==> src/rtl/stack_alu_pkg.sv <==
// Shared definitions for the stack ALU expression sequencer:
// ALU opcode constants, token kinds, result error codes and sequencer states.
package stack_alu_pkg;

  localparam logic [2:0] OP_NOP  = 3'b000;
  localparam logic [2:0] OP_ADD  = 3'b100;
  localparam logic [2:0] OP_MUL  = 3'b101;
  localparam logic [2:0] OP_PUSH = 3'b110;
  localparam logic [2:0] OP_POP  = 3'b111;

  typedef enum logic [1:0] {
    TOK_OPND = 2'b00,
    TOK_ADD  = 2'b01,
    TOK_MUL  = 2'b10,
    TOK_END  = 2'b11
  } tok_type_t;

  typedef enum logic [2:0] {
    ERR_OK        = 3'd0,
    ERR_UNDERFLOW = 3'd1,
    ERR_FULL      = 3'd2,
    ERR_BAD_END   = 3'd3,
    ERR_SP        = 3'd4
  } err_t;

  typedef enum logic [3:0] {
    ST_IDLE,
    ST_PUSH_OP,
    ST_EXEC,
    ST_POP1,
    ST_POP2,
    ST_PUSH_RES,
    ST_FIN_POP,
    ST_FIN_CAP,
    ST_FLUSH,
    ST_DISCARD,
    ST_DONE
  } state_t;

endpackage

==> src/rtl/stack_alu_sequencer.sv <==
// Reverse-Polish expression sequencer driving a 32-entry stack ALU.
// Each operator becomes compute -> pop -> pop -> push-result, because the ALU
// computes from its top two entries without consuming them.
//
// Ports:
//   clk, rst            clock, asynchronous active-high reset (also resets the ALU)
//   tok_valid/tok_ready token handshake; tok_type 00 operand, 01 ADD, 10 MUL, 11 END
//   tok_data            signed operand value
//   alu_opcode/alu_data command and data to the ALU (acted on at the edge ending each state)
//   alu_out/alu_ovf/alu_sp ALU output data, overflow flag and stack pointer
//   res_valid/res_ready result handshake; res_data, res_ovf (sticky), res_err
//   dbg_state           current FSM state, for observation only
//
// Handshakes: a transfer happens on a rising clk edge where valid and ready are
// both 1; valid holds its payload until then, and ready never depends on valid.
//
// Optional build macro SEQ_SPCHK_EN: while idle, compare alu_sp against the
// shadow depth and abort with error 4 on mismatch, flushing alu_sp entries.
module stack_alu_sequencer
  import stack_alu_pkg::*;
#(
  parameter int N         = 32,
  parameter int MAX_DEPTH = 31
) (
  input  logic         clk,
  input  logic         rst,
  input  logic         tok_valid,
  output logic         tok_ready,
  input  logic [1:0]   tok_type,
  input  logic [N-1:0] tok_data,
  output logic [2:0]   alu_opcode,
  output logic [N-1:0] alu_data,
  input  logic [N-1:0] alu_out,
  input  logic         alu_ovf,
  input  logic [4:0]   alu_sp,
  output logic         res_valid,
  input  logic         res_ready,
  output logic [N-1:0] res_data,
  output logic         res_ovf,
  output logic [2:0]   res_err,
  output state_t       dbg_state
);

  localparam logic [4:0] MAX_D = 5'(MAX_DEPTH);

  state_t       state_q, state_d;
  logic [4:0]   depth_q, depth_d;
  logic [N-1:0] alu_data_q, alu_data_d;
  logic [N-1:0] res_data_q, res_data_d;
  logic         ovf_q, ovf_d;
  err_t         err_q, err_d;
  logic         is_mul_q, is_mul_d;
  // Remembers whether the token that caused the error was END: if so there is
  // nothing left to discard after flushing.
  logic         end_err_q, end_err_d;
  logic         tok_ready_q, tok_ready_d;

  tok_type_t tok_kind;
  logic      tok_fire;
  logic      sp_mismatch;

  assign tok_kind = tok_type_t'(tok_type);

`ifdef SEQ_SPCHK_EN
  assign sp_mismatch = (state_q == ST_IDLE) && (alu_sp != depth_q);
`else
  logic unused_sp;
  assign unused_sp   = ^alu_sp;
  assign sp_mismatch = 1'b0;
`endif

  // tok_ready is registered from the next state so it is 0 under reset; a
  // stack-pointer mismatch blocks acceptance for the cycle it is detected.
  assign tok_ready = tok_ready_q && !sp_mismatch;
  assign tok_fire  = tok_valid && tok_ready;

  always_comb begin
    state_d    = state_q;
    depth_d    = depth_q;
    alu_data_d = alu_data_q;
    res_data_d = res_data_q;
    ovf_d      = ovf_q;
    err_d      = err_q;
    is_mul_d   = is_mul_q;
    end_err_d  = end_err_q;
    case (state_q)
      ST_IDLE: begin
`ifdef SEQ_SPCHK_EN
        if (sp_mismatch) begin
          state_d   = ST_FLUSH;
          err_d     = ERR_SP;
          depth_d   = alu_sp;
          end_err_d = 1'b0;
        end else
`endif
        if (tok_fire) begin
          case (tok_kind)
            TOK_OPND: begin
              if (depth_q == MAX_D) begin
                state_d   = ST_FLUSH;
                err_d     = ERR_FULL;
                end_err_d = 1'b0;
              end else begin
                alu_data_d = tok_data;
                state_d    = ST_PUSH_OP;
              end
            end
            TOK_ADD, TOK_MUL: begin
              if (depth_q < 5'd2) begin
                state_d   = ST_FLUSH;
                err_d     = ERR_UNDERFLOW;
                end_err_d = 1'b0;
              end else begin
                is_mul_d = (tok_kind == TOK_MUL);
                state_d  = ST_EXEC;
              end
            end
            default: begin
              if (depth_q != 5'd1) begin
                state_d   = ST_FLUSH;
                err_d     = ERR_BAD_END;
                end_err_d = 1'b1;
              end else begin
                state_d = ST_FIN_POP;
              end
            end
          endcase
        end
      end
      ST_PUSH_OP: begin
        depth_d = depth_q + 5'd1;
        state_d = ST_IDLE;
      end
      ST_EXEC: state_d = ST_POP1;
      ST_POP1: begin
        // The compute result is still on alu_out here; the pop at this edge
        // replaces it, so take it now and push it back from alu_data later.
        alu_data_d = alu_out;
        ovf_d      = ovf_q | alu_ovf;
        state_d    = ST_POP2;
      end
      ST_POP2: state_d = ST_PUSH_RES;
      ST_PUSH_RES: begin
        depth_d = depth_q - 5'd1;
        state_d = ST_IDLE;
      end
      ST_FIN_POP: begin
        depth_d = depth_q - 5'd1;
        state_d = ST_FIN_CAP;
      end
      ST_FIN_CAP: begin
        res_data_d = alu_out;
        state_d    = ST_DONE;
      end
      ST_FLUSH: begin
        if (depth_q > 5'd1) begin
          depth_d = depth_q - 5'd1;
        end else begin
          depth_d = 5'd0;
          state_d = end_err_q ? ST_DONE : ST_DISCARD;
        end
      end
      ST_DISCARD: begin
        if (tok_fire && (tok_kind == TOK_END)) state_d = ST_DONE;
      end
      ST_DONE: begin
        if (res_ready) begin
          ovf_d   = 1'b0;
          err_d   = ERR_OK;
          state_d = ST_IDLE;
        end
      end
      default: state_d = ST_IDLE;
    endcase
    tok_ready_d = (state_d == ST_IDLE) || (state_d == ST_DISCARD);
  end

  always_ff @(posedge clk or posedge rst) begin
    if (rst) begin
      state_q     <= ST_IDLE;
      depth_q     <= 5'd0;
      alu_data_q  <= '0;
      res_data_q  <= '0;
      ovf_q       <= 1'b0;
      err_q       <= ERR_OK;
      is_mul_q    <= 1'b0;
      end_err_q   <= 1'b0;
      tok_ready_q <= 1'b0;
    end else begin
      state_q     <= state_d;
      depth_q     <= depth_d;
      alu_data_q  <= alu_data_d;
      res_data_q  <= res_data_d;
      ovf_q       <= ovf_d;
      err_q       <= err_d;
      is_mul_q    <= is_mul_d;
      end_err_q   <= end_err_d;
      tok_ready_q <= tok_ready_d;
    end
  end

  always_comb begin
    alu_opcode = OP_NOP;
    case (state_q)
      ST_PUSH_OP, ST_PUSH_RES:      alu_opcode = OP_PUSH;
      ST_EXEC:                      alu_opcode = is_mul_q ? OP_MUL : OP_ADD;
      ST_POP1, ST_POP2, ST_FIN_POP: alu_opcode = OP_POP;
      ST_FLUSH:                     alu_opcode = (depth_q != 5'd0) ? OP_POP : OP_NOP;
      default:                      alu_opcode = OP_NOP;
    endcase
  end

  assign alu_data  = alu_data_q;
  assign res_valid = (state_q == ST_DONE);
  assign res_data  = (err_q == ERR_OK) ? res_data_q : '0;
  assign res_ovf   = ovf_q;
  assign res_err   = err_q;
  assign dbg_state = state_q;

endmodule

==> config.mk <==
export PLATFORM = sky130hd
export DESIGN_NAME = stack_alu_sequencer
export DESIGN_NICKNAME = d
export VERILOG_FILES = /design/src/rtl/stack_alu_pkg.sv /design/src/rtl/stack_alu_sequencer.sv
export SDC_FILE = /design/constraint.sdc
export NUM_CORES = 1
export LEC_CHECK = 0
export ABC_AREA = 1
export CORE_MARGIN = 2
export CORE_UTILIZATION = 23
export CTS_BUF_LIST = sky130_fd_sc_hd__clkbuf_4 sky130_fd_sc_hd__clkbuf_8 sky130_fd_sc_hd__clkbuf_16
export DETAILED_ROUTE_END_ITERATION = 8
export PLACE_DENSITY_LB_ADDON = 0.12
export SYNTH_ARGS = -nofsm -noshare
export SYNTH_HDL_FRONTEND = slang
export SYNTH_SLANG_ARGS = --single-unit
==> constraint.sdc <==
create_clock -name clk -period 6.08 [get_ports clk]
set_input_delay 1.216 -clock clk [delete_from_list [all_inputs] [get_ports clk]]
set_output_delay 1.216 -clock clk [all_outputs]
set_load 0.005 [all_outputs]
; ---- After elaboration in Yosys (flattened, before gate mapping)
; Index checks and enable logic that the tools add are counted.
; W data, S select, Z words.
[word_totals]
regBits = 80
input_bits = 76
out_inout_bits = 77
word_cells = 95
[op_classes]
add_sub_neg = 2
n_lt_le_gt_ge = 2
n_eq_ne = 25
mux = 33
bitwise_logic = 2
reduce_logical = 22
[op_table]
columns = operator, count
row1 = $mux W32, 4
row2 = $pmux W32 S2, 1
row3 = $pmux W4 S9, 1
row4 = $mux W4, 7
row5 = $mux W3, 6
row6 = $eq A4 B3 Y1 const B, 4
row7 = $eq A4 B4 Y1 const B, 4
row8 = $pmux W5 S3, 1
row9 = $pmux W3 S2, 2
row10 = $pmux W3 S4, 1
row11 = $eq A4 B2 Y1 const B, 2
row12 = $logic_not A4 Y1, 2
row13 = $ne A2 B2 Y1 const B, 4
row14 = $pmux W4 S2, 1
row15 = $reduce_and A4 Y1, 2
row16 = $ne A3 B3 Y1 const B, 2
row17 = $reduce_and A6 Y1, 1
row18 = $reduce_bool A2 Y1, 3
row19 = $reduce_bool A3 Y1, 2
row20 = $reduce_or A2 Y1, 3
row21 = $add A5 B1 Y5 const B, 1
row22 = $eq A5 B5 Y1 const B, 1
row23 = $gt A5 B1 Y1 const B, 1
row24 = $lt A5 B2 Y1 const B, 1
row25 = other kinds (21), 29

; ---- Logic depth before layout (Yosys ltp)
; Gate-level depths: netlist (run 1).
[logic_depth]
depth_word = 7
ltp_mapped = 12
mapped_depth_nobuf = 12

; ---- Worst setup path before layout (run 1)
; OpenSTA, ideal clock, no wires.
[synth_path]
path_kind = reg-to-output
start = register state_q[2], in the netlist dbg_state[2]
end = output alu_opcode[0]
t_arrival_ps = 1267
required_time_ps = 4864
setup_slack_ps = 3597
path_stages_with_launch = 7
n_path_buf = 1
cell_sequence = dfrtp_1 nor2_4 nand2_1 buf_2 nand2_1 a21oi_1 o21ai_0
[synth_via]
elab_chain_cells = 3
elab_cells_between_ends = 10
classes_between = eq/ne: 7 / mux: 1 / reduce/logical: 2
[synth_rtl]
columns = element, line
row1 = from (decl), stack_alu_sequencer.sv:46  ; state_t state_q, state_d;
row2 = from (signal assigned), stack_alu_sequencer.sv:190  ; state_q <= state_d;
row3 = $eq A4 B2 Y1 (tied with other cells), stack_alu_sequencer.sv:204  ; case (state_q)
row4 = $reduce_or A3 Y1 or $reduce_or A2 Y1 (tied branches), stack_alu_sequencer.sv:204
row5 = $pmux W3 S4 (*), stack_alu_sequencer.sv:204
row6 = to (decl), stack_alu_sequencer.sv:31  ; output logic [2:0] alu_opcode,
; Mark *: on every way between the ends. The rest lies on a longest branch, timed or not.

; ---- Worst setup path after layout (run 1)
[layout_path]
start = register state_q[1], in the netlist dbg_state[1]
end = output alu_opcode[0]
; Same word-level chain as after synthesis.

==> results of run 1 <==
per-layer routing:
metal  vias up  share of wire  GRT usage  wire length, um
met4         0          0.018     0.0484              239
met2       116           0.44      0.209             5750
met3        15          0.059     0.0306              766
met5         -              0          0                0
li1       2059              -          -                -
met1      1825           0.48      0.182             6210
cell usage after synthesis, drive strengths merged:
cell type and n:
o211ai 3, nor3 3, buf 14, nor2 127
nand2 91, inv 99, a21oi 75, xnor2 1
o31ai 1, xor2 3, o21ai 38, nand4 6
ha 9, nand3 15, clkinv 1, clkbuf 12
conb 1, or2 2, o22ai 2, dfrtp 79
worst register-to-register path, stage by stage, from the launching register on:
cell     delay (ns)
dfrtp_1        0.51
nand2_1        0.11
inv_1          0.11
nand2_2        0.06
buf_4          0.35
a21oi_4        0.42
buf_4          0.57
nor2_1         0.11
a21oi_1        0.14
through the flow:
step / total power [mW] / hold slack [ns] / instance area [sq um] / std cells / setup WS, ns
global placement: 2.41 / 0.466 / 5880 / 934 / 2.74
floorplan: 1.51 / 0.453 / 4230 / 582 / 2.84
global route: 3.20 / 0.506 / 6190 / 950 / 2.54
CTS: 3.01 / 0.489 / 6190 / 950 / 2.68
finish: 2.96 / 0.483 / 6190 / 950 / 2.70
detailed placement: 2.41 / 0.473 / 5880 / 934 / 2.68
area by class of cell:
| type | instances | area (sq um) | area share |
|---|---|---|---|
| clock buffers | 12 | 254 | 0.0411 |
| clock inverters | 4 | 53.8 | 0.00870 |
| flip-flops and latches | 79 | 1980 | 0.320 |
| well taps | 229 | 287 | 0.0463 |
| repair buffers | 149 | 1480 | 0.240 |
| multi-input cells | 377 | 1760 | 0.284 |
| inverters | 100 | 377 | 0.0609 |
power by group through the flow:
stage          Sequential, mW  Combinational [mW]  Clock, mW
2_1_floorplan           0.832               0.676          0
3_3_place_gp            0.840                1.57          0
4_1_cts                 0.839                1.57      0.596
6_report                0.838                1.55      0.570
5_1_grt                 0.864                1.72      0.621
3_5_place_dp            0.846                1.57          0
registers in the layout (all words and copies together), names as in the netlist:
signal,count
is_mul_q,1
depth_q,5
alu_data,32
tok_ready,1
res_ovf,1
end_err_q,1
res_err,2
dbg_state,4
res_data_q,32
worst max path at each step:
stage	from	to	cells past startpoint
2_1_floorplan	rst	alu_data[0]	1
3_3_place_gp	tok_type[0]	alu_data[17]	7
3_5_place_dp	tok_type[0]	alu_data[14]	8
4_1_cts	depth_q[4]	alu_opcode[0]	5
5_1_grt	dbg_state[1]	alu_opcode[0]	6
6_report	dbg_state[1]	alu_opcode[0]	5
logic make-up after synthesis:
kind of cell / Yosys count / share of synthesized area
AOI/OAI and AO/OA: 119 / 0.147
and+or+nand+nor: 244 / 0.231
other: 1 / 0.000887
xor gates and xnor gates: 4 / 0.00829
buffers and inverters: 126 / 0.118
DFF: 79 / 0.468
adders and majority gates: 9 / 0.0266
==> results_dict.tcl, run 1 <==
set metrics [dict create \
    holdCritStartpoint "res_data_q[8]" \
    rows 49 \
    utilization 0.343 \
    cp.arrival_ns 2.16 \
    detail_route.wl_per_cell_um 13.7 \
    dr.pass1.iters 4 \
    ctsResizeCount 0 \
    outcome "complete, no violations" \
    hold_buffers 0 \
    grt_pass1_wl_mm 20.7 \
    ys_types 28 \
    via_count 4015 \
    synth_area_sq_um 4230 \
    drc 0 \
    cts_tree "yes" \
    wirelength_mm 13.0 \
    cts.htree.levels 3 \
    antenna_found_initial 0 \
    tns_ns 0 \
    final_cell_mix "clkdlybuf4s50_1 (146), nor2_1 (124), inv_1 (98)" \
    crit_path_end_kind "output port" \
    core_region_area_sq_um 18000 \
    seq_area_frac_synth 0.468 \
    fmax_ghz 0.296 \
    reg2reg_from "dbg_state[1]" \
    grt_setup_unrepaired "false" \
    internal_power_mw 1.89 \
    hold_viol_final 0 \
    yosys.area.top_type_share 0.468 \
    crit_family "buffers and inverters" \
    clockBufferDepth 2 \
    min_path_type "register to register" \
    yosysWarnings 0 \
    r2r_end "alu_data[14]" \
    cpMaxStageDelayCell "clkdlybuf4s50_1" \
    gp_congestion 0.873 \
    finalCriticalPeriod_ns 3.38 \
    synth_area_leader_cell "dfrtp_1" \
    clkLatencyLatePin_ns 0.34 \
    nets 801 \
    via_per_inst 4.23 \
    swShare 0.362 \
    layout.cells.most_common "clkdlybuf4s50_1" \
    layout-drive-gt1-share 0.0416 \
    dieArea_sq_um 19500 \
    diodes 0 \
    p_seq_frac 0.283 \
    dp_hpwl_mm 9.03 \
    ir_drop_mv 0.198 \
    synthCells 582 \
    gr-usage-all-layers 0.134 \
    crit_chain "inv_1 -> nor2_1 -> nand2_1 -> o21ai_0 -> clkdlybuf4s50_1" \
    combinationalPowerShare 0.524 \
    whs_endpoint "res_data_q[8]" \
    root_buffer "clkbuf_16" \
    clock_sinks 79 \
    syn_nets 667 \
    setup_viol 0 \
    tightest_slew_ns 1.09 \
    synth-seq-cells 79 \
    die_w_um 140 \
    grt-ovfl-total 0 \
    slew_headroom 0.271 \
    grt_pass1_vias 3922 \
    finalClockSkew_ns 0.00871 \
    io_buffers 146 \
    rrSetupSlack_ns 3.62 \
    cts_setup_buffers 0 \
    start_util 0.235 \
    max-cap-violations 0 \
    drv_slew 0 \
    p_switching_mw 1.07 \
    yosys-top-cells-area "dfrtp_1 (47%), nor2_1 (11%), inv_1 (8.8%), a21oi_1 (8.8%), nand2_1 (7.9%)" \
    antenna_left 0 \
    crit_required_ns 4.86 \
    die_y_um 140 \
    critPathKind "register to output port" \
    power.leakage_nw 3.15 \
    worst-r2r-cell-count 8 \
    whs_path_depth 2 \
    area_growth_pct 46.3 \
    path_clk_slew_ns 0.07 \
    fillers 1934 \
    p_per_area_nw_per_um2 478 \
    design.portCount 153 \
    drtIter0Drc 219 \
    grt_max_degree 67 \
    critical_path.max_stage_delay_ns 0.54 \
    numCtsBuffers 9 \
    cp_num_buf_inv 2 \
    crit_path_max_fanout 7 \
    p_clk_frac 0.193 \
    min_period_over_period 0.555 \
    syn_area_per_cell_sq_um 7.26 \
    startpoint_type "register" \
]
No activity file was read; power rests on OpenSTA's default activity.
==> run 2, diff against run 1 <==
clock period = 2.8 ns   (was 6.08 ns; I/O delays follow)
==> run 2 against run 1 <==
Effect of this change: clock-buffer cell count shrank 3; critical endpoint unchanged; critical path depth rose by 1; combinational power increased by 120%; final cell count is 0.63% higher; sequential cell count stayed put; clock skew shrank 0.0028 ns; highest routed layer unchanged.
==> results_dict.tcl, run 2 (synthesis results as in run 1) <==
set metrics [dict create \
    crit_chain "inv_1 -> ha_1 -> nand3_1 -> a21oi_1 -> o21ai_0 -> clkdlybuf4s50_1" \
    diodes 0 \
    gp_congestion 0.842 \
    root_buffer "clkbuf_16" \
    layout-drive-gt1-share 0.0509 \
    area_growth_pct 48.4 \
    rrSetupSlack_ns 0.81 \
    internal_power_mw 4.18 \
    startpoint_type "register" \
    crit_path_max_fanout 6 \
    outcome "complete, no violations" \
    drtIter0Drc 190 \
    whs_path_depth 2 \
    layout.cells.most_common "clkdlybuf4s50_1" \
    holdCritStartpoint "res_data_q[1]" \
    antenna_found_initial 0 \
    r2r_end "alu_data[6]" \
    via_per_inst 4.20 \
    p_clk_frac 0.199 \
    numCtsBuffers 9 \
    nets 807 \
    die_w_um 140 \
    cts_setup_buffers 0 \
    max-cap-violations 0 \
    path_clk_slew_ns 0.07 \
    gr-usage-all-layers 0.133 \
    drv_slew 0 \
    combinationalPowerShare 0.522 \
    fillers 1887 \
    power.leakage_nw 3.19 \
    p_switching_mw 2.34 \
    swShare 0.359 \
    min_period_over_period 0.936 \
    clkLatencyLatePin_ns 0.34 \
    clockBufferDepth 2 \
    grt-ovfl-total 0 \
    grt_pass1_wl_mm 20.6 \
    cp.arrival_ns 2.06 \
    detail_route.wl_per_cell_um 13.4 \
    cp_num_buf_inv 2 \
    drc 0 \
    reg2reg_from "dbg_state[1]" \
    slew_headroom 0.510 \
    cts_tree "yes" \
    ir_drop_mv 0.480 \
    critPathKind "register to output port" \
    min_path_type "register to register" \
    grt_setup_unrepaired "false" \
    die_y_um 140 \
    p_per_area_nw_per_um2 1040 \
    worst-r2r-cell-count 8 \
    wirelength_mm 12.8 \
    hold_viol_final 0 \
    setup_viol 0 \
    cts.htree.levels 3 \
    design.portCount 153 \
    antenna_left 0 \
    dp_hpwl_mm 9.15 \
    crit_required_ns 2.24 \
    tightest_slew_ns 0.735 \
    io_buffers 146 \
    core_region_area_sq_um 18000 \
    finalCriticalPeriod_ns 2.62 \
    crit_path_end_kind "output port" \
    multi_input_area_sq_um 1760 \
    critical_path.max_stage_delay_ns 0.46 \
    rows 49 \
    regArea_sq_um 1980 \
    fmax_ghz 0.382 \
    tns_ns 0 \
    via_count 4014 \
    ctsResizeCount 0 \
    final_cell_mix "clkdlybuf4s50_1 (146), nor2_1 (123), inv_1 (98)" \
    dieArea_sq_um 19500 \
    whs_endpoint "res_data_q[1]" \
    grt_max_degree 67 \
    clock_sinks 79 \
    crit_family "buffers and inverters" \
    grt_pass1_vias 3876 \
    finalClockSkew_ns 0.00588 \
    dr.pass1.iters 5 \
    hold_buffers 0 \
    cpMaxStageDelayCell "clkdlybuf4s50_1" \
    p_seq_frac 0.279 \
    start_util 0.235 \
    power_mw 6.52 \
]
==> run 2: changes by cell type in the layout (fill, tap and decap cells not counted), sizes merged <==
cell	change
buf	+6
clkbuf	-3
clkinv	+3
bufinv	+1
clkinvlp	-1
==> run 2: final cells by class <==
type                       count  area share
inverter                     100      0.0600
clock buffer                   9      0.0359
clock inverter                 7      0.0152
sequential                    79       0.315
tap                          229      0.0457
timing repair buffer         155       0.248
multi-input combinational    377       0.281
==> run 2: per-stage QoR <==
step	instance area, sq um	worst slack (ns)	hold WS [ns]	instances	utilization
floorplan	4230	0.217	0.453	582	-
detailed placement	5950	0.449	0.473	940	0.330
global route	6270	0.0377	0.511	956	0.348
global placement	5950	0.455	0.469	940	0.330
CTS	6270	0.0648	0.489	956	0.348
finish	6270	0.180	0.481	956	0.348
==> run 2: worst reg2reg max path: cells and delay by family, from the launching register on <==
family          cells  cell delay (ns)
compound gates      2             0.21
buf+inv             3             0.89
flops               1             0.47
simple gates        3             0.31
==> run 2: how the worst max path moves through the flow <==
stage	start	end	slack [ns]	depth (start not counted)
2_1_floorplan	rst	alu_data[0]	0.22	1
3_3_place_gp	res_err[1]	res_data[0]	0.46	3
3_5_place_dp	res_err[1]	res_data[27]	0.45	3
4_1_cts	res_err[1]	res_data[27]	0.06	3
5_1_grt	dbg_state[0]	alu_opcode[1]	0.04	5
6_report	depth_q[0]	alu_opcode[0]	0.18	6
==> run 2: metal layers <==
metal | wire length, um | vias up | share of wire | global-route usage
met5 | 0 | - | 0 | 0
li1 | - | 2077 | - | -
met1 | 6130 | 1791 | 0.48 | 0.181
met3 | 835 | 13 | 0.065 | 0.0406
met2 | 5660 | 133 | 0.44 | 0.204
met4 | 180 | 0 | 0.014 | 0.0389
==> run 2: power groups by stage <==
stage | clock (mW) | sequential (mW) | combinational (mW)
global route | 1.40 | 1.88 | 3.78
detailed placement | 0 | 1.84 | 3.46
floorplan | 0 | 1.81 | 1.47
finish | 1.30 | 1.82 | 3.40
CTS | 1.34 | 1.82 | 3.47
global placement | 0 | 1.83 | 3.44
==> run 3, diff against run 2 <==
MAX_ROUTING_LAYER = met4   (was default)
==> run 3 against run 2 <==
Effect of this change: critical path depth fell by 3; die area unchanged; sequential share of layout area increased by 0.16 points; critical path type unchanged; highest routed layer unchanged; routed wire length is 0.87% higher; final cell count decreased by 0.10%; combinational power is essentially flat; global-route usage up 0.67 points; utilization fell by 0.18 points.
==> results_dict.tcl, run 3 (synthesis results as in run 1) <==
set metrics [dict create \
    place_area_sq_um 5940 \
    antenna_left 0 \
    design.portCount 153 \
    layout-drive-gt1-share 0.0496 \
    power_mw 6.43 \
    setup_viol 0 \
    wirelength_mm 12.9 \
    max-cap-violations 0 \
    final_area_sq_um 6240 \
    finalCriticalPeriod_ns 2.68 \
    dp_hpwl_mm 9.10 \
    dp_slack_ns 0.442 \
    dr.pass1.iters 4 \
    via_per_inst 4.26 \
    fmax_ghz 0.373 \
    outcome "complete, no violations" \
    power.leakage_nw 3.18 \
    core_region_area_sq_um 18000 \
    min_path_type "register to register" \
    min_period_over_period 0.957 \
    slew_headroom 0.499 \
    finalClockSkew_ns 0.00735 \
    tns_ns 0 \
    gr-usage-all-layers 0.139 \
    final_cell_mix "clkdlybuf4s50_1 (146), nor2_1 (124), inv_1 (98)" \
    critPathKind "register to output port" \
    hold_slack_ns 0.485 \
    cts.htree.levels 3 \
    dieArea_sq_um 19500 \
    detail_route.wl_per_cell_um 13.5 \
    hold_viol_final 0 \
    crit_path_end_kind "output port" \
    numCtsBuffers 9 \
    root_buffer "clkbuf_16" \
    grt_max_degree 67 \
    crit_path_max_fanout 32 \
    setup_ws_ns 0.119 \
    combinationalPowerShare 0.528 \
    die_w_um 140 \
    ir_drop_mv 0.332 \
    p_per_area_nw_per_um2 1030 \
    crit_required_ns 2.24 \
    drv_slew 0 \
    grt-ovfl-total 0 \
    antenna_found_initial 0 \
    internal_power_mw 4.10 \
    via_count 4068 \
    clkLatencyLatePin_ns 0.35 \
    gp_congestion 0.845 \
    start_util 0.235 \
    p_switching_mw 2.33 \
    die_y_um 140 \
    p_seq_frac 0.283 \
    clockBufferDepth 2 \
    grt_pass1_wl_mm 20.9 \
    clock_sinks 79 \
    place_inst 939 \
    utilization 0.346 \
    area_growth_pct 47.6 \
    cp.arrival_ns 2.12 \
    nets 806 \
    path_clk_slew_ns 0.06 \
    rows 49 \
    grt_setup_unrepaired "false" \
    diodes 0 \
    io_buffers 146 \
    layout.cells.most_common "clkdlybuf4s50_1" \
    fin_cells 955 \
    grt_pass1_vias 4033 \
    swShare 0.362 \
    p_clk_frac 0.189 \
    drtIter0Drc 212 \
    rrSetupSlack_ns 0.80 \
    tightest_slew_ns 0.751 \
    startpoint_type "register" \
    cts_tree "yes" \
    drc 0 \
]
==> run 3: metal layers <==
| layer | up-vias | track usage | wire, um |
|---|---|---|---|
| met5 | - | - | 0 |
| met4 | 0 | 0.0474 | 184 |
| met3 | 12 | 0.0258 | 602 |
| met2 | 117 | 0.222 | 5880 |
| met1 | 1867 | 0.179 | 6260 |
| li1 | 2072 | - | - |
==> run 3: worst max-delay path: stages, from the launching register on <==
cell and delay, ns:
dfrtp_1 0.39, or2_2 0.58, nor2_1 0.23, clkdlybuf4s50_1 0.55
==> run 3: what timing repair did <==
action / 4_1_cts / 5_1_grt
gates resized for setup: 0 / 1
buffers inserted: 0 / 0
hold buffers: 0 / 0
setup endpoints to repair: 0 / 1
==> run 3: path summary, 6_finish.rpt <==
check | start | endpoint | cells after the start
min in group asynchronous | rst | dbg_state[2] | 2
worst max register to register | dbg_state[1] | alu_data[31] | 8
worst max-delay path | res_err[1] | res_data[0] | 3
worst min register to register | res_data_q[5] | res_data_q[5] | 2
max in group asynchronous | rst | alu_data[10] | 3
worst min-delay path | res_data_q[5] | res_data_q[5] | 2
==> run 3: area by class of cell <==
type                       instances  area [sq um]
multi-input combinational        377          1760
clock inverter                     5          56.3
clock buffer                      11           240
timing repair buffer             154          1550
sequential                        79          1980
fill                            1930         11800
inverter                         100           377
tap                              229           287
==> run 3: power by group through the flow <==
stage                     sequential (mW)  combinational, mW  clock [mW]
after floorplan                      1.81               1.47           0
after global placement               1.82               3.44           0
after detailed placement             1.84               3.45           0
after CTS                            1.82               3.46        1.26
after global routing                 1.88               3.76        1.31
final                                1.82               3.40        1.22
==> RTL change 1 (flow settings as in run 3) <==
`alu_data_q` and `res_data_q` no longer have a reset.
--- a/src/rtl/stack_alu_sequencer.sv
+++ b/src/rtl/stack_alu_sequencer.sv
@@ -181,4 +181,2 @@
       depth_q     <= 5'd0;
-      alu_data_q  <= '0;
-      res_data_q  <= '0;
       ovf_q       <= 1'b0;
@@ -191,4 +189,2 @@
       depth_q     <= depth_d;
-      alu_data_q  <= alu_data_d;
-      res_data_q  <= res_data_d;
       ovf_q       <= ovf_d;
@@ -199,2 +195,7 @@
     end
+  end
+
+  always_ff @(posedge clk) begin
+    alu_data_q <= alu_data_d;
+    res_data_q <= res_data_d;
   end
Formal check against the unedited RTL: differs if rst is asserted again (counterexample within 4 cycles, from zero or initial values and one cycle with rst high); with rst held inactive, the same outputs for 10 cycles.
==> RTL change 1 against run 3 <==
Cell area fell by 5.7%; register-to-register slack gained 20 ps; clock skew grew 2.2 ps; sequential cell count unchanged; synthesized area shrank 9.6%; total power down 26%; largest cell class unchanged; count of clock-buffer cells in the layout shrank 2; first-iteration DRC count shrank 24%; largest power group unchanged; critical endpoint is now alu_opcode[0]; wire length shrank 17%; setup slack better by 120 ps; sequential power fell by 9%; synthesized cell count down 39%.
==> RTL change 1: results (changes against run 3) <==
Setup WS pre-CTS=496 ps (was 442 ps); vias per cell=4.09 (was 4.26); cell area after placement=5570 um2 (was 5940 um2); end of the worst register-to-register path=alu_data[23] (was alu_data[31]); biggest area contributors in the synthesized netlist=sky130_fd_sc_hd__edfxtp_1, sky130_fd_sc_hd__dfrtp_1, sky130_fd_sc_hd__mux2_1 (was sky130_fd_sc_hd__dfrtp_1, sky130_fd_sc_hd__nor2_1, sky130_fd_sc_hd__inv_1); number of flops mapped to enable cells by yosys=64 (was 0); result of the run=finished, final reports clean (unchanged); maximum number of pins on one net before global-route repair=35 (was 67); number of global-route vias before repair=2,971 (was 4,033); register area share after synthesis=60.1% (was 46.8%); count of placed standard cells including taps=716 (was 939); endpoint of the worst setup timing path=alu_opcode[0] (was res_data[0]); Net Count, Synth=439 (was 667); Max Clock Skew=9.56 ps (was 7.35 ps); slowest stage cell on the critical path=sky130_fd_sc_hd__clkdlybuf4s50_1 (was sky130_fd_sc_hd__or2_2); Top Family by Delay on Critical Path=buffers and inverters (was simple AND/OR/NAND/NOR gates); final net count=592 (was 806); cell-internal power=3160 uW (was 4100 uW); most instantiated cells after synthesis=sky130_fd_sc_hd__edfxtp_1, sky130_fd_sc_hd__inv_1, sky130_fd_sc_hd__nor2_1, sky130_fd_sc_hd__nand2_1, sky130_fd_sc_hd__mux2_1 (was sky130_fd_sc_hd__nor2_1, sky130_fd_sc_hd__inv_1, sky130_fd_sc_hd__nand2_1, sky130_fd_sc_hd__dfrtp_1, sky130_fd_sc_hd__a21oi_1); Async S/R FF share, synth=19.0% (was 100%); reported leakage power=0.00238 uW (was 0.00318 uW); origin of the critical flop-to-flop path=depth_q[0] (was dbg_state[1]); total routed wire length on the met1 layer=5.03 mm (was 6.26 mm); share of post-route cells with drive strength above 1=9.18% (was 4.96%); routed wl met2=4.91 mm (was 5.88 mm); r2r setup slk=820 ps (was 800 ps); post-synthesis cell type count=35 (was 28); fill cell instance count of the final layout=1,626 (was 1,930); global routing usage summed across all routing layers=12.8% (was 13.9%); peak ir drop on the vdd network=0.445 mV (was 0.332 mV); met3 routed WL=616 um (was 602 um); CP max stage delay=530 ps (was 580 ps); number of standard cells in the layout, taps in and fillers out=732 (was 955); Synth Flop Type=sky130_fd_sc_hd__edfxtp_1 (was sky130_fd_sc_hd__dfrtp_1); estimated wirelength of the detail-placed design=7.59 mm (was 9.10 mm); Final GP Congestion=0.837 (was 0.845); critical path fanouts, max=6 (was 32); global-route wire length before repair=16.8 mm (was 20.9 mm); Avg WL per Cell=14.7 um (was 13.5 um)
[RTL change 1: timing repair]
item,CTS,global route
hold endpoints to repair,0,0
endpoints found under the setup margin,0,1
gates resized for setup,0,3
[RTL change 1: how the worst min path moves through the flow]
stage / start / endpoint / slack (ps) / cells after the start
floorplan: rst / dbg_state[0] / 460 / 1
global placement: res_ovf / res_ovf / 500 / 2
detailed placement: res_ovf / res_ovf / 500 / 2
CTS: res_ovf / res_ovf / 520 / 2
global route: is_mul_q / is_mul_q / 570 / 2
finish: res_ovf / res_ovf / 510 / 2
[RTL change 1: cell type report]
class	count	area [um2]	area share, %
clock inverters	7	80.1	1.36
multi-input cells	203	1260	21.4
well taps	220	275	4.68
repair buffers	150	1500	25.6
clock buffers	9	225	3.83
flip-flops and latches	79	2300	39.1
inverters	64	240	4.08
[RTL change 1: tightest hold or removal path, delay by kind of cell (launching register included)]
kind               cells  cell delay (ps)
and+or+nand+nor        1               80
DFF                    1              340
AOI/OAI and AO/OA      1               40
[RTL change 1: metal layers]
metal	vias to the layer above	GRT usage [%]
met4	0	4.78
li1	1465	-
met1	1400	16.6
met5	-	-
met2	114	19.9
met3	14	2.41
[RTL change 1: power groups by stage]
stage                     Clock (uW)  Combinational [uW]  Sequential, uW
after floorplan                    0                 897            1660
after global placement             0                1910            1670
after detailed placement           0                1900            1670
after CTS                       1260                1920            1650
after global routing            1320                2090            1680
final                           1230                1890            1650
[RTL change 1: kinds of logic after synthesis]
group | count (synthesis) | synth area share, %
compound gates | 21 | 3.34
xor+xnor | 6 | 1.38
fa+ha+maj | 9 | 2.95
buf+inv | 72 | 7.30
flops | 79 | 60.1
mux | 32 | 9.43
other cells | 1 | 0.0981
simple gates | 134 | 15.4
==> RTL change 2 (settings of run 3) <==
Without the edit above. The parameter `N` goes from 32 to 64.
--- a/src/rtl/stack_alu_sequencer.sv
+++ b/src/rtl/stack_alu_sequencer.sv
@@ -21,3 +21,3 @@
 #(
-  parameter int N         = 32,
+  parameter int N         = 64,
   parameter int MAX_DEPTH = 31
Ports: changed (resized alu_data, alu_out, res_data and tok_data); port bits go from 153 to 281. The function was not compared with the original's and may differ.
==> RTL change 2 against run 3 <==
Sequential cell count rose by 64; wire length rose by 80%; count of clock-buffer cells in the layout grew 6; non-clock buffer count is 131 higher; global-route usage up 0.79 points; combinational power rose by 68%; hold slack worse by 4.1 ps; maximum frequency rose by 1.1%; synthesized area grew 69%; cell area increased by 75%; total power grew 83%; setup slack improved by 29 ps; highest routed layer unchanged.
==> RTL change 2: results (changes against run 3) <==
number of standard cells in the layout, taps in and fillers out=1,610 (was 955); clk tree area frac=5.58% (was 4.75%); relative contribution of combinational cells to total power=48.6% (was 52.8%); global routing usage summed across all routing layers=14.7% (was 13.9%); routed wl met2=10.9 mm (was 5.88 mm); Iteration-0 DRC Markers=374 (was 212); endpoint of the worst setup timing path=res_data[47] (was res_data[0]); startpoint of the most critical hold path=res_data_q[37] (was res_data_q[5]); input/output buffers=274 (was 146); estimated wirelength of the detail-placed design=16.5 mm (was 9.10 mm); reported leakage power=0.00556 uW (was 0.00318 uW); number of CTS-inserted buffers=17 (was 9); met3 routed WL=1.23 mm (was 602 um); actual slew at the worst max-slew pin=1020 ps (was 751 ps); number of instances in the synthesized netlist=948 (was 582); critical path fanouts, max=50 (was 32); Top Family by Delay on Critical Path=buffers and inverters (was simple AND/OR/NAND/NOR gates); diode insertion count for antenna repair=2 (was 0); r2r setup slk=700 ps (was 800 ps); final net count=1,350 (was 806); biggest area contributors in the synthesized netlist=sky130_fd_sc_hd__dfrtp_1, sky130_fd_sc_hd__nor2_1, sky130_fd_sc_hd__inv_1 (unchanged); share of post-route cells with drive strength above 1=5.78% (was 4.96%); fraction of the mapped netlist area in adder cells=1.57% (was 2.66%); Net Count, Synth=1,097 (was 667); P_sw=4120 uW (was 2330 uW); met2 usage=23.1% (was 22.2%); P_seq=3580 uW (was 1820 uW); Non-clock buffers, area share=26.5% (was 24.8%); most instantiated cells after synthesis=sky130_fd_sc_hd__nor2_1, sky130_fd_sc_hd__inv_1, sky130_fd_sc_hd__dfrtp_1, sky130_fd_sc_hd__a21oi_1, sky130_fd_sc_hd__nand2_1 (was sky130_fd_sc_hd__nor2_1, sky130_fd_sc_hd__inv_1, sky130_fd_sc_hd__nand2_1, sky130_fd_sc_hd__dfrtp_1, sky130_fd_sc_hd__a21oi_1); Worst Hold End=res_data_q[37] (was res_data_q[5]); number of global-route vias before repair=6,430 (was 4,033); post-synthesis cell type count=27 (was 28); fill cell instance count of the final layout=3,273 (was 1,930); total routed wire length on the met1 layer=10.6 mm (was 6.26 mm); cell area after placement=10,300 um2 (was 5940 um2); number of sinks handled by clock tree synthesis=143 (was 79); Compound-Gate Fraction of Synth Area=16.1% (was 14.7%); result of the run=finished, final reports clean (unchanged); inserted tap cell count=396 (was 229); global-route wire length before repair=36.4 mm (was 20.9 mm); vias per cell=4.11 (was 4.26); clock latency at the later pin of the worst-skew pair=420 ps (was 350 ps); library cell used as clock root buffer=sky130_fd_sc_hd__clkbuf_16 (unchanged); tightest hold margin=481 ps (was 485 ps); CTS H-Tree Depth=4 (was 3); endpoint arrival time on the critical path=2090 ps (was 2120 ps); number of cells traversed by the worst register-to-register path=7 (was 8); Pre-antenna DRT Iters=6 (was 4); Max Clock Skew=17.3 ps (was 7.35 ps); Final GP Congestion=0.824 (was 0.845); end of the worst register-to-register path=alu_data[22] (was alu_data[31])
==> RTL change 2: cell count changes in the layout (fill, tap and decap cells not counted), sizes merged, moves of 5 or more <==
cell,before,now
a21oi,75,134
clkbuf,11,17
clkdlybuf4s50,146,274
dfrtp,79,143
inv,99,165
nand2,91,118
nand3,15,20
nor2,127,219
o21ai,38,75
==> RTL change 2: through the flow <==
stage | utilization [%] | setup WS, ps | total power (uW)
3_3_place_gp | 33.7 | 390 | 9410
2_1_floorplan | - | 449 | 6130
4_1_cts | 35.7 | 66.4 | 12000
3_5_place_dp | 33.7 | 344 | 9440
5_1_grt | 35.8 | 8.04 | 12800
6_report | 35.8 | 149 | 11700
==> RTL change 2: what timing repair did <==
action | 4_1_cts | 5_1_grt
hold endpoints to repair | 0 | 0
hold buffers | 0 | 0
gates resized for setup | 0 | 3
setup endpoints to repair | 0 | 3
